### config.mk
export PLATFORM = sky130hd
export DESIGN_NAME = tone_synth
export DESIGN_NICKNAME = d
export VERILOG_FILES = /design/src/rtl/tone_synth_pkg.sv /design/src/rtl/tone_synth_pwm_level.sv /design/src/rtl/tone_synth.sv
export SDC_FILE = /design/constraint.sdc
export NUM_CORES = 1
export LEC_CHECK = 0
export BUFFER_PORTS_ARGS = -buffer_cell sky130_fd_sc_hd__clkbuf_2
export CAP_MARGIN = 20
export CORE_MARGIN = 3
export CORE_UTILIZATION = 55
export DETAILED_ROUTE_END_ITERATION = 10
export GPL_TIMING_DRIVEN = 0
export PLACE_DENSITY = 0.83
export SETUP_SLACK_MARGIN = 0.1
export SLEW_MARGIN = 20
export SYNTH_ARGS = -nofsm -noshare
export SYNTH_HDL_FRONTEND = slang
export SYNTH_SLANG_ARGS = --single-unit
### constraint.sdc
create_clock -name clk -period 9.2 [get_ports clk]
set_clock_uncertainty 0.05 [all_clocks]
set_input_delay 1.38 -clock clk [delete_from_list [all_inputs] [get_ports clk]]
set_output_delay 1.38 -clock clk [all_outputs]
set_load 0.05 [all_outputs]
### src/rtl/tone_synth_pkg.sv
// Shared types and default widths for the tone synthesiser.
package tone_synth_pkg;

    typedef enum logic {
        SILENT = 1'b0,
        RUN    = 1'b1
    } state_t;

    localparam int TONE_W_DEF  = 24;
    localparam int LEVEL_W_DEF = 4;

endpackage

### src/rtl/tone_synth_pwm_level.sv
// Free-running PWM counter compared against the requested amplitude level.
module pwm_level
    import tone_synth_pkg::*;
#(
    parameter int LEVEL_W = LEVEL_W_DEF
) (
    input  logic               clk,
    input  logic               rst,
    input  logic [LEVEL_W-1:0] level,
    output logic               pwm_on
);

    logic [LEVEL_W-1:0] r_pwm_cnt;

    always_ff @(posedge clk) begin
        if (!rst) begin
            r_pwm_cnt <= '0;
        end else begin
            r_pwm_cnt <= r_pwm_cnt + 1'b1;
        end
    end

    // All-ones level must be solid on, which the strict compare alone cannot give.
    assign pwm_on = (&level) | (r_pwm_cnt < level);

endmodule

### src/rtl/tone_synth.sv
// Square-wave tone generator: half-period retunes only at phase boundaries, PWM-scaled speaker drive.
module tone_synth
    import tone_synth_pkg::*;
#(
    parameter int CLOCK_FREQ = 125_000_000,
    parameter int TONE_W     = TONE_W_DEF,
    parameter int LEVEL_W    = LEVEL_W_DEF
) (
    input  logic               clk,
    input  logic               rst,
    input  logic [TONE_W-1:0]  tone,
    input  logic               volume,
    input  logic [LEVEL_W-1:0] level,
    output logic               square_out,
    output logic               speaker,
    output logic               tone_active,
    output logic               period_done
);

    if (CLOCK_FREQ <= 0) begin : g_bad_clock_freq
        $error("tone_synth: CLOCK_FREQ must be positive");
    end

    state_t             r_state;
    state_t             w_state_next;
    logic [TONE_W-1:0]  r_cur_tone;
    logic [TONE_W-1:0]  w_cur_tone_next;
    logic [TONE_W-1:0]  r_half_cnt;
    logic [TONE_W-1:0]  w_half_cnt_next;
    logic               r_square;
    logic               w_square_next;
    logic               r_period_done;
    logic               w_period_done_next;
    logic               r_speaker;
    logic [TONE_W-1:0]  w_tone_last;
    logic               w_boundary;
    logic               w_pwm_on;

    pwm_level #(
        .LEVEL_W (LEVEL_W)
    ) u_pwm_level (
        .clk    (clk),
        .rst    (rst),
        .level  (level),
        .pwm_on (w_pwm_on)
    );

    // cur_tone is never 0 in RUN, so the decrement cannot wrap there.
    assign w_tone_last = r_cur_tone - 1'b1;
    assign w_boundary  = (r_half_cnt == w_tone_last);

    always_comb begin
        w_state_next       = r_state;
        w_cur_tone_next    = r_cur_tone;
        w_half_cnt_next    = r_half_cnt;
        w_square_next      = r_square;
        w_period_done_next = 1'b0;

        case (r_state)
            SILENT: begin
                w_half_cnt_next = '0;
                w_square_next   = 1'b0;
                if (tone != '0) begin
                    w_cur_tone_next = tone;
                    w_square_next   = 1'b1;
                    w_state_next    = RUN;
                end
            end
            RUN: begin
                if (!w_boundary) begin
                    w_half_cnt_next = r_half_cnt + 1'b1;
                end else begin
                    // tone is only looked at here, so a running half-period never shortens.
                    w_half_cnt_next = '0;
                    if (tone == '0) begin
                        w_square_next = 1'b0;
                        w_state_next  = SILENT;
                    end else begin
                        w_cur_tone_next    = tone;
                        w_square_next      = ~r_square;
                        w_period_done_next = ~r_square;
                    end
                end
            end
            default: begin
                w_state_next  = SILENT;
                w_square_next = 1'b0;
            end
        endcase
    end

    always_ff @(posedge clk) begin
        if (!rst) begin
            r_state       <= SILENT;
            r_cur_tone    <= '0;
            r_half_cnt    <= '0;
            r_square      <= 1'b0;
            r_period_done <= 1'b0;
            r_speaker     <= 1'b0;
        end else begin
            r_state       <= w_state_next;
            r_cur_tone    <= w_cur_tone_next;
            r_half_cnt    <= w_half_cnt_next;
            r_square      <= w_square_next;
            r_period_done <= w_period_done_next;
            r_speaker     <= r_square & volume & w_pwm_on;
        end
    end

    assign square_out  = r_square;
    assign speaker     = r_speaker;
    assign tone_active = (r_state == RUN);
    assign period_done = r_period_done;

endmodule
==> results.md, run 1 <==
- Worst Hold Class: reg2reg
- Final min period: 3.61 ns
- Total GRT Usage: 0.227
- CTS tree: yes
- Synthesized area per cell: 8.40 um^2
- Row cnt: 27
- Dominant synthesized flop cell: dfxtp_1
- RSZ-0062 raised after global routing: false
- Worst slew pin tran: 0.540 ns
- Layout Nets: 478
- CP max stage delay: 0.47 ns
- Async SR Flop Fraction: 0
- Core ar.: 0.00571 mm^2
- Flops & latches, synth: 56
- Detailed-route via count: 3131
- Pin count of the biggest net entering global routing: 18
- Kind of end point of the critical path: register
- Vias per Instance: 6.09
- Clock latency on the worst-skew pair: 0.32 ns
- Violation count after the first detailed-route iteration: 245
- GRT overflow: 0
- Setup crit start: r_cur_tone[0]
- Ant diodes: 0
- Crit start category: register
- Post-CTS sizing: 0
- Pwr dens: 149 mW/mm^2
- Synth-to-Final Area Change: 11.4%
- Horiz. Die Dim: 84.1 um
- Synth Cell Area: 0.00336 mm^2
- Antenna violations before repair: 0
- Final Util: 0.655
- DRC Markers: 0
- R2r startpoint: r_cur_tone[0]
- Critical path peak fanout: 10
- GPL Wtd Cong: 0.951
- Yosys top cell area share: 0.334
- TritonRoute pass-1 iters: 5
- Die Span Y: 84.1 um
- Worst R2R Setup Slack: 5.59 ns
- CP cell instances: clkbuf_1 -> inv_1 -> ha_1 -> clkbuf_1 -> xnor2_1 -> o2bb2ai_1 -> a2111oi_0 -> nand4_1 -> nor4_2 -> a41oi_2 -> buf_2 -> o21ai_0 -> a21oi_1
- FF-to-FF path depth: 13
- Post-DP HPWL: 6210 um
- Final Hold Vio Count: 0
- CTS Root Cell: clkbuf_8
- Syn Inst Count: 400
- Crit. path cell count: 13
- Fin crit share: 0.392
- WL final: 8010 um
- Die area: 0.00708 mm^2
- Critical path's slowest cell: nor4_2
- Max Clk Rate: 0.277 GHz
- Worst setup path endpoint: r_cur_tone[10]
- CTS Sinks: 56
- Clk buf depth: 2
- Top cells by area, synth: dfxtp_1 (33%), xnor2_1 (7.8%), xor2_1 (5.7%), nor2_1 (5.1%), nand3_1 (4.8%)
- Max Cap Violations: 0
- Setup TNS: 0 ns
- Syn Nets: 437
- Max-slew headroom: 0.637
- Routed len/inst: 15.6 um
- YS warnings: 0
- Initial core utilization: 0.588
- WP buf/inv: 4
- Worst-path clk slew: 0.11 ns
- H-tree depth: 2
- Post-synth EDFFs: 0
- Share of layout cells above drive strength 1: 0.145
- CTS Buf Count: 5
- Most common cell type on the critical path: clkbuf_1
- Post-route ant nets: 0
- Leak: 1.39 nW
- Number of global-route vias before repair: 2854
- Peak VDD IR: 102 uV
- Critical Path RT: 9.34 ns
- Cell taking the most area after synthesis: dfxtp_1
- Num ports: 35
- Distinct cells, synth: 60
- CTS Hold Bufs: 0
- Register area share after synthesis: 0.334
- Outcome: finished, final reports clean
- Port Buf Inserts: 34
- Final number of setup-violating endpoints: 0
- Max-slew violation count: 0
- First-pass GRT wire length: 13300 um
- Number of setup buffers added after CTS: 0
- WHS Path Cells: 1
- Largest delay share family, worst path: compound AO/OA/AOI/OAI gates
- CP Data Arrival Time: 3.75 ns
- Worst setup path class: reg2reg
- Reg-to-reg endpoint: r_cur_tone[10]
==> through the flow <==
step / area [um^2] / total power [mW] / setup WS, ns / hold WS (ns) / std cells
floorplan: 3360 / 0.356 / 6.22 / 0.375 / 400
global placement: 3620 / 0.384 / 5.75 / 0.398 / 506
detailed placement: 3620 / 0.387 / 5.59 / 0.407 / 506
CTS: 3740 / 0.557 / 5.60 / 0.432 / 514
global route: 3740 / 0.582 / 5.07 / 0.465 / 514
finish: 3740 / 0.558 / 5.59 / 0.429 / 514
==> state kept, by name, indices dropped and copies added, names as in the netlist <==
name                   cells
r_cur_tone                24
r_half_cnt                24
u_pwm_level.r_pwm_cnt      4
period_done                1
speaker                    1
square_out                 1
tone_active                1
==> how the worst min path moves through the flow <==
stage / start / end
after floorplan: u_pwm_level.r_pwm_cnt[0] / u_pwm_level.r_pwm_cnt[0]
after global placement: u_pwm_level.r_pwm_cnt[0] / u_pwm_level.r_pwm_cnt[0]
after detailed placement: u_pwm_level.r_pwm_cnt[0] / u_pwm_level.r_pwm_cnt[0]
after CTS: u_pwm_level.r_pwm_cnt[0] / u_pwm_level.r_pwm_cnt[0]
after global routing: u_pwm_level.r_pwm_cnt[0] / u_pwm_level.r_pwm_cnt[0]
final: u_pwm_level.r_pwm_cnt[0] / u_pwm_level.r_pwm_cnt[0]
==> cell usage in the layout, fill, tap and decap left out, types with 3 or more instances in the layout <==
master,Yosys,layout
nand3_1,32,32
nand2b_1,5,5
dfxtp_1,56,56
ha_1,6,6
nor4_1,9,9
nand4_1,7,7
nor2_1,46,46
a31oi_1,4,4
a32o_1,8,8
xor2_1,22,22
buf_2,4,4
and3_1,6,6
nor3_1,8,8
xnor2_1,30,30
o21ai_0,22,22
or2_2,4,4
a21oi_1,19,19
inv_1,11,11
nor4_4,4,4
or4_1,6,6
and2_1,4,4
nand2_1,21,21
clkbuf_1,10,10
a211oi_1,5,5
and4_1,3,3
clkbuf_8,0,6
clkbuf_2,0,34
==> power by group <==
group / leakage [nW] / internal, mW / switching, mW / total (mW)
logic: 0.869 / 0.0497 / 0.0704 / 0.120
registers: 0.456 / 0.251 / 0.0128 / 0.264
clock network: 0.0614 / 0.0892 / 0.0852 / 0.174
total: 1.39 / 0.390 / 0.168 / 0.558
==> logic make-up (layout without fill, tap and decap cells) <==
family | after synthesis | in the layout | synth area share
xor gates and xnor gates | 52 | 52 | 0.136
adders and majority gates | 6 | 6 | 0.0224
DFF | 56 | 56 | 0.334
AOI/OAI and AO/OA | 85 | 85 | 0.176
and+or+nand+nor | 170 | 170 | 0.290
muxes | 2 | 2 | 0.00596
buffers and inverters | 29 | 71 | 0.0361
==> synth_stat cells (all sizes together) (10+ instances only) <==
cell / number
dfxtp: 56
nor2: 46
nand3: 33
xnor2: 30
o21ai: 24
xor2: 22
nand2: 21
a21oi: 19
nor4: 15
inv: 11
clkbuf: 10
==> metal layers <==
| metal | part of all wire | wire [um] | vias to the layer above | global-route usage |
|---|---|---|---|---|
| met4 | 0.015 | 121 | 0 | 0.0585 |
| met3 | 0.051 | 408 | 10 | 0.0353 |
| li1 | - | - | 1545 | - |
| met1 | 0.46 | 3720 | 1472 | 0.305 |
| met5 | 0 | 0 | - | 0 |
| met2 | 0.47 | 3760 | 104 | 0.382 |
==> layout make-up <==
| class | instances | area (um^2) |
|---|---|---|
| clock inverter | 2 | 38.8 |
| buffer | 18 | 80.1 |
| timing repair buffer | 34 | 170 |
| clock buffer | 6 | 82.6 |
| multi-input combinational | 315 | 2120 |
| fill | 475 | 1970 |
| sequential | 56 | 1120 |
| inverter | 11 | 41.3 |
| tap | 72 | 90.1 |
==> worst register-to-register path: stages (launching register included) <==
cell	delay [ns]
dfxtp_1	0.32
clkbuf_1	0.29
inv_1	0.09
ha_1	0.20
clkbuf_1	0.22
xnor2_1	0.18
o2bb2ai_1	0.14
a2111oi_0	0.44
nand4_1	0.30
nor4_2	0.47
a41oi_2	0.27
buf_2	0.24
o21ai_0	0.19
a21oi_1	0.09
(Power assumes the default switching activity.)
==> run 2: changes to the inputs <==
Clock period 9.2 ns to 3.63 ns, I/O delays scaled along.
==> run 2 against run 1 <==
Compared with the run above: count of clock-buffer cells in the layout unchanged; worst setup slack got worse by 5.2 ns; critical path depth increased by 1; sequential power increased to 2.5 times the previous value; design area increased by 0.87%; routed wire length increased by 0.54%; sequential share of layout area decreased by 0.26 points; die area unchanged; global-route usage about the same; worst hold slack got worse by 0.041 ns.
==> results.md, run 2 (synthesis results as in run 1) <==
- Outcome: finished, final reports clean
- R2r startpoint: r_cur_tone[0]
- Final Hold Vio Count: 0 (unchanged)
- Top Registers: r_cur_tone: 24 flops, r_half_cnt: 24 flops, u_pwm_level.r_pwm_cnt: 4 flops
- Register area: 0.00112 mm^2 (unchanged)
- Area of the multi-input gates: 0.00214 mm^2 (+1.1%)
- Post-DP HPWL: 6210 um (unchanged)
- Fin cells: 515 (+0.19%)
- Port Buf Inserts: 34 (unchanged)
- Setup TNS: 0 ns (unchanged)
- Violation count after the first detailed-route iteration: 246 (+0.41%)
- Num ports: 35 (unchanged)
- Peak VDD IR: 259 uV (+150%)
- Initial core utilization: 0.588 (unchanged)
- Worst hold slack: 0.387 ns (-0.0412 ns)
- Core ar.: 0.00571 mm^2 (unchanged)
- Antenna violations before repair: 0 (unchanged)
- Min-delay src: volume
- CP max stage delay: 0.38 ns (-0.09 ns)
- Clk buf depth: 2 (unchanged)
- Most common cell type on the critical path: clkbuf_2
- Critical path's slowest cell: a2111oi_1
- DP Area: 0.00362 mm^2 (unchanged)
- Crit start category: register
- Kind of end point of the critical path: register
- CTS Root Cell: clkbuf_8
- Post-route ant nets: 0 (unchanged)
- Fin area: 0.00377 mm^2 (+0.87%)
- Clock latency on the worst-skew pair: 0.32 ns (about the same)
- Die area: 0.00708 mm^2 (unchanged)
- Final min period: 3.23 ns (-0.379 ns)
- Worst-path clk slew: 0.10 ns (about the same)
- Total GRT Usage: 0.227 (about the same)
- Setup crit start: r_cur_tone[0]
- DRC Markers: 0 (unchanged)
- Max-slew headroom: 0.623 (-0.0136)
- Critical path peak fanout: 10 (unchanged)
- CP Data Arrival Time: 3.37 ns (-0.38 ns)
- Layout Nets: 479 (+0.21%)
- Detailed-route via count: 3138 (+0.22%)
- Placed cells: 506 (unchanged)
- Worst Hold Class: in2reg
- Max-slew violation count: 0 (unchanged)
- Horiz. Die Dim: 84.1 um (unchanged)
- Highest-count cells in the layout ignoring fill and taps: dfxtp_1 (56), nor2_1 (46), clkbuf_2 (36)
- GPL Wtd Cong: 0.951 (unchanged)
- Number of global-route vias before repair: 2850 (-0.14%)
- Critical Path RT: 3.77 ns (-5.57 ns)
- Worst slew pin tran: 0.561 ns (+0.0210 ns)
- Pwr dens: 377 mW/mm^2 (+150%)
- Largest delay share family, worst path: compound AO/OA/AOI/OAI gates
- Synth-to-Final Area Change: 12.3%
- RSZ-0062 raised after global routing: false
- Fill count: 467 (-1.7%)
- CTS Sinks: 56 (unchanged)
- WP buf/inv: 5 (+1)
- Vias per Instance: 6.09 (about the same)
- Leak: 1.40 nW (+0.76%)
- Worst setup path class: reg2reg
- Share of layout cells above drive strength 1: 0.153 (+0.00870)
- Row cnt: 27 (unchanged)
- Total power: 1.42 mW (+150%)
- Max Cap Violations: 0 (unchanged)
- CTS Hold Bufs: 0 (unchanged)
- Pin count of the biggest net entering global routing: 18 (unchanged)
- Ant diodes: 0 (unchanged)
- Most common cell after layout, fill and taps aside: dfxtp_1
- Final number of setup-violating endpoints: 0 (unchanged)
- H-tree depth: 2 (unchanged)
- TritonRoute pass-1 iters: 5 (unchanged)
- CTS Buf Count: 5 (unchanged)
- Fin crit share: 0.889 (+0.497)
- GRT overflow: 0 (unchanged)
- WL final: 8050 um (+0.54%)
- Die Span Y: 84.1 um (unchanged)
- First-pass GRT wire length: 13300 um (unchanged)
- Max Clk Rate: 0.310 GHz (+12%)
- CP cell instances: clkbuf_2 -> inv_1 -> ha_1 -> clkbuf_2 -> xnor2_1 -> o2bb2ai_1 -> a2111oi_1 -> nand4_1 -> buf_4 -> nor4_4 -> a41oi_4 -> buf_2 -> o21ai_0 -> a21oi_1
- CTS tree: yes
- Routed len/inst: 15.6 um (+0.34%)
[run 2: final timing paths]
| check | to | slack (ns) | cells after the start |
|---|---|---|---|
| min reg2reg | u_pwm_level.r_pwm_cnt[0] | 0.43 | 1 |
| min | speaker | 0.39 | 3 |
| max | r_cur_tone[11] | 0.40 | 14 |
| max reg2reg | r_cur_tone[11] | 0.40 | 14 |
[run 2: layer usage]
layer  share of wire  track usage
met5               0            0
met3           0.055       0.0324
met1            0.45        0.306
met2            0.48        0.383
met4           0.013       0.0585
[run 2: through the flow]
stage | worst slack, ns | utilization
final | 0.404 | 0.661
after global routing | 0.0889 | 0.661
after CTS | 0.164 | 0.658
after detailed placement | 0.0175 | 0.634
after global placement | 0.182 | 0.634
after floorplan | 0.648 | -
[run 2: layout make-up]
type | count | share of cell area
Buffer | 18 | 0.0219
Clock buffer | 6 | 0.0219
Clock inverter | 2 | 0.0103
Inverter | 11 | 0.0109
Multi-Input combinational cell | 315 | 0.567
Sequential cell | 56 | 0.297
Tap cell | 72 | 0.0239
Timing Repair Buffer | 35 | 0.0471
[run 2: timing repair]
action,in CTS,in global routing
pin swaps,1,0
gates resized for setup,1,8
setup endpoints to repair,10,42
endpoints found under the hold margin,0,0
setup buffers,1,0
[run 2: report_power, final]
group | internal (mW) | switching (mW) | total (mW) | leakage [nW]
Sequential | 0.636 | 0.0325 | 0.669 | 0.456
Combinational | 0.128 | 0.184 | 0.312 | 0.880
Clock | 0.226 | 0.214 | 0.440 | 0.0614
Total | 0.990 | 0.431 | 1.42 | 1.40
[run 2: worst register-to-register path: stages, from the launching register on]
cell and delay (ns):
dfxtp_1 0.32, clkbuf_2 0.19, inv_1 0.06, ha_1 0.19, clkbuf_2 0.19, xnor2_1 0.16, o2bb2ai_1 0.14, a2111oi_1 0.38
nand4_1 0.16, buf_4 0.19, nor4_4 0.36, a41oi_4 0.21, buf_2 0.22, o21ai_0 0.19, a21oi_1 0.08
==> run 3: changes to the inputs <==
Settings changed: CORE_MARGIN 3 to 5, RECOVER_POWER set to 50.
==> run 3 against run 2 <==
Compared with the run above: count of clock-buffer cells in the layout unchanged; flip-flop and latch count stayed put; die area is 9.7% higher; design area decreased by 1.2%; fmax down 1.9%; cell count is 0.58% higher; sequential share of layout area increased by 0.37 points; highest routed layer unchanged.
==> results.md, run 3 (synthesis results as in run 1) <==
- Worst Hold Class: in2reg
- Pre-CTS WS: 0.0193 ns (+0.00189 ns)
- Max Cap Violations: 0 (unchanged)
- P_sw: 0.420 mW (-2.5%)
- Ant diodes: 0 (unchanged)
- Comb pwr share: 0.231 (+0.011)
- CTS tree: yes
- Setup TNS: 0 ns (unchanged)
- Top Registers: r_cur_tone: 24 flops, r_half_cnt: 24 flops, u_pwm_level.r_pwm_cnt: 4 flops
- DRC Markers: 0 (unchanged)
- Final number of setup-violating endpoints: 0 (unchanged)
- Pin count of the biggest net entering global routing: 17 (-1)
- GRT overflow: 0 (unchanged)
- Row cnt: 28 (+3.7%)
- Horiz. Die Dim: 88.1 um (+4.8%)
- Switching Fraction: 0.315 (+0.0115)
- Worst-path clk slew: 0.10 ns (about the same)
- Highest-count cells in the layout ignoring fill and taps: dfxtp_1 (56), nor2_1 (46), nand3_1 (32)
- CTS Hold Bufs: 0 (unchanged)
- Max Clk Rate: 0.304 GHz (-1.9%)
- CP cell instances: clkbuf_2 -> inv_1 -> ha_1 -> clkbuf_2 -> xnor2_1 -> o2bb2ai_1 -> a2111oi_1 -> nand4_1 -> buf_4 -> nor4_4 -> a311o_1 -> buf_4 -> clkbuf_1 -> nor2_1
- Post-DP HPWL: 6340 um (+2.1%)
- Die area: 0.00777 mm^2 (+9.7%)
- GPL Wtd Cong: 0.928 (-2.4%)
- CP max stage delay: 0.40 ns (+0.02 ns)
- Port Buf Inserts: 34 (unchanged)
- Critical path's slowest cell: a2111oi_1
- Clk buf depth: 2 (unchanged)
- Sequential share of power: 0.500 (+0.029)
- CP Data Arrival Time: 3.44 ns (+0.07 ns)
- FF-to-FF path depth: 14 (unchanged)
- Pint: 0.915 mW (-7.6%)
- RSZ-0062 raised after global routing: false
- Vias per Instance: 6.09 (-0.10%)
- H-tree depth: 2 (unchanged)
- Initial core utilization: 0.567 (-0.0210)
- Total GRT Usage: 0.224 (-0.00347)
- TritonRoute pass-1 iters: 5 (unchanged)
- First-pass GRT wire length: 13900 um (+4.4%)
- Most common cell after layout, fill and taps aside: dfxtp_1
- Crit start category: register
- Final Hold Vio Count: 0 (unchanged)
- CTS Root Cell: clkbuf_8
- Leak: 1.37 nW (-2.2%)
- Critical path peak fanout: 10 (unchanged)
- Share of layout cells above drive strength 1: 0.135 (-0.0181)
- Critical Path RT: 3.78 ns (about the same)
- CTS Buf Count: 5 (unchanged)
- Core ar.: 0.00592 mm^2 (+3.7%)
- Clk network pwr share: 0.269 (-0.041)
- Fin area: 0.00373 mm^2 (-1.2%)
- Peak VDD IR: 212 uV (-18%)
- Num ports: 35 (unchanged)
- Fin crit share: 0.906 (+0.0174)
- DP Area: 0.00362 mm^2 (+0.10%)
- Final min period: 3.29 ns (+0.0631 ns)
- Setup WS post-layout: 0.341 ns (-0.0631 ns)
- Violation count after the first detailed-route iteration: 179 (-27%)
- Layout Nets: 479 (unchanged)
- Detailed-route via count: 3153 (+0.48%)
- Number of global-route vias before repair: 2958 (+3.8%)
- WHS Path Cells: 3 (unchanged)
- WL final: 8030 um (-0.27%)
- Outcome: finished, final reports clean
- Routed len/inst: 15.5 um (-0.85%)
- Max-slew headroom: 0.602 (-0.0214)
- Worst slew pin tran: 0.599 ns (+0.0380 ns)
- Clock latency on the worst-skew pair: 0.31 ns (about the same)
- Post-route ant nets: 0 (unchanged)
- Pwr dens: 358 mW/mm^2 (-4.9%)
- Kind of end point of the critical path: register
- CTS Sinks: 56 (unchanged)
- Antenna violations before repair: 0 (unchanged)
- Synth-to-Final Area Change: 11.0%
- Max-slew violation count: 0 (unchanged)
- Total power: 1.34 mW (-6.1%)
- Worst setup path class: reg2reg
- Die Span Y: 88.1 um (+4.8%)
==> run 3: changes by cell type in the layout (fill, tap and decap cells not counted) <==
| cell | previous run | this run |
|---|---|---|
| o21ai_0 | 21 | 22 |
| clkinv_4 | 1 | 0 |
| clkinv_2 | 0 | 2 |
| a41o_2 | 1 | 0 |
| clkbuf_1 | 8 | 16 |
| a41oi_4 | 1 | 0 |
| o21ai_1 | 2 | 1 |
| a41oi_2 | 0 | 1 |
| clkbuf_2 | 36 | 30 |
| bufinv_16 | 1 | 0 |
| buf_2 | 4 | 3 |
| a41o_1 | 1 | 2 |
| buf_1 | 2 | 1 |
==> run 3: critical path, delay by kind of cell (launching register included) <==
family / cells / cell delay, ns
adder cells (fa/ha/maj): 1 / 0.19
flip-flops: 1 / 0.32
buffers and inverters: 6 / 1.15
AND/OR/NAND/NOR: 3 / 0.56
AO/OA/AOI/OAI: 3 / 0.75
XOR/XNOR: 1 / 0.16
==> run 3: layout make-up <==
cell class / instances / area [um^2]
fill: 524 / 2190
buffer: 18 / 81.3
timing repair buffer: 35 / 170
multi-input combinational: 315 / 2130
clock inverter: 2 / 10.0
tap: 75 / 93.8
inverter: 11 / 41.3
sequential: 56 / 1120
clock buffer: 6 / 82.6
==> run 3: power by group through the flow <==
stage | registers [mW] | logic (mW) | clock network [mW]
detailed placement | 0.682 | 0.300 | 0
CTS | 0.667 | 0.306 | 0.361
floorplan | 0.680 | 0.223 | 0
global placement | 0.681 | 0.291 | 0
global route | 0.672 | 0.339 | 0.388
finish | 0.668 | 0.308 | 0.359
==> run 3: timing repair <==
item                       CTS  global route
pin swaps                    1             0
setup endpoints to repair   10            46
hold endpoints to repair     0             0
resized for setup            1             5
buffers inserted             1             0
==> run 3: worst paths after layout <==
path | startpoint | endpoint | slack [ns]
max | r_cur_tone[0] | r_half_cnt[7] | 0.34
min | volume | speaker | 0.40
max reg2reg | r_cur_tone[0] | r_half_cnt[7] | 0.34
min reg2reg | u_pwm_level.r_pwm_cnt[0] | u_pwm_level.r_pwm_cnt[0] | 0.44
==> run 3: metrics by stage <==
step | instances | hold WS, ns | utilization
floorplan | 400 | 0.375 | -
global placement | 509 | 0.399 | 0.612
detailed placement | 509 | 0.421 | 0.612
CTS | 518 | 0.390 | 0.630
global route | 518 | 0.391 | 0.629
finish | 518 | 0.399 | 0.629
==> run 3: layer usage <==
metal	routed length, um	track usage	share of wire	up-vias
li1	-	-	-	1549
met1	3650	0.301	0.45	1494
met2	3890	0.379	0.48	96
met3	368	0.0310	0.046	14
met4	128	0.0577	0.016	0
met5	0	0	0	-
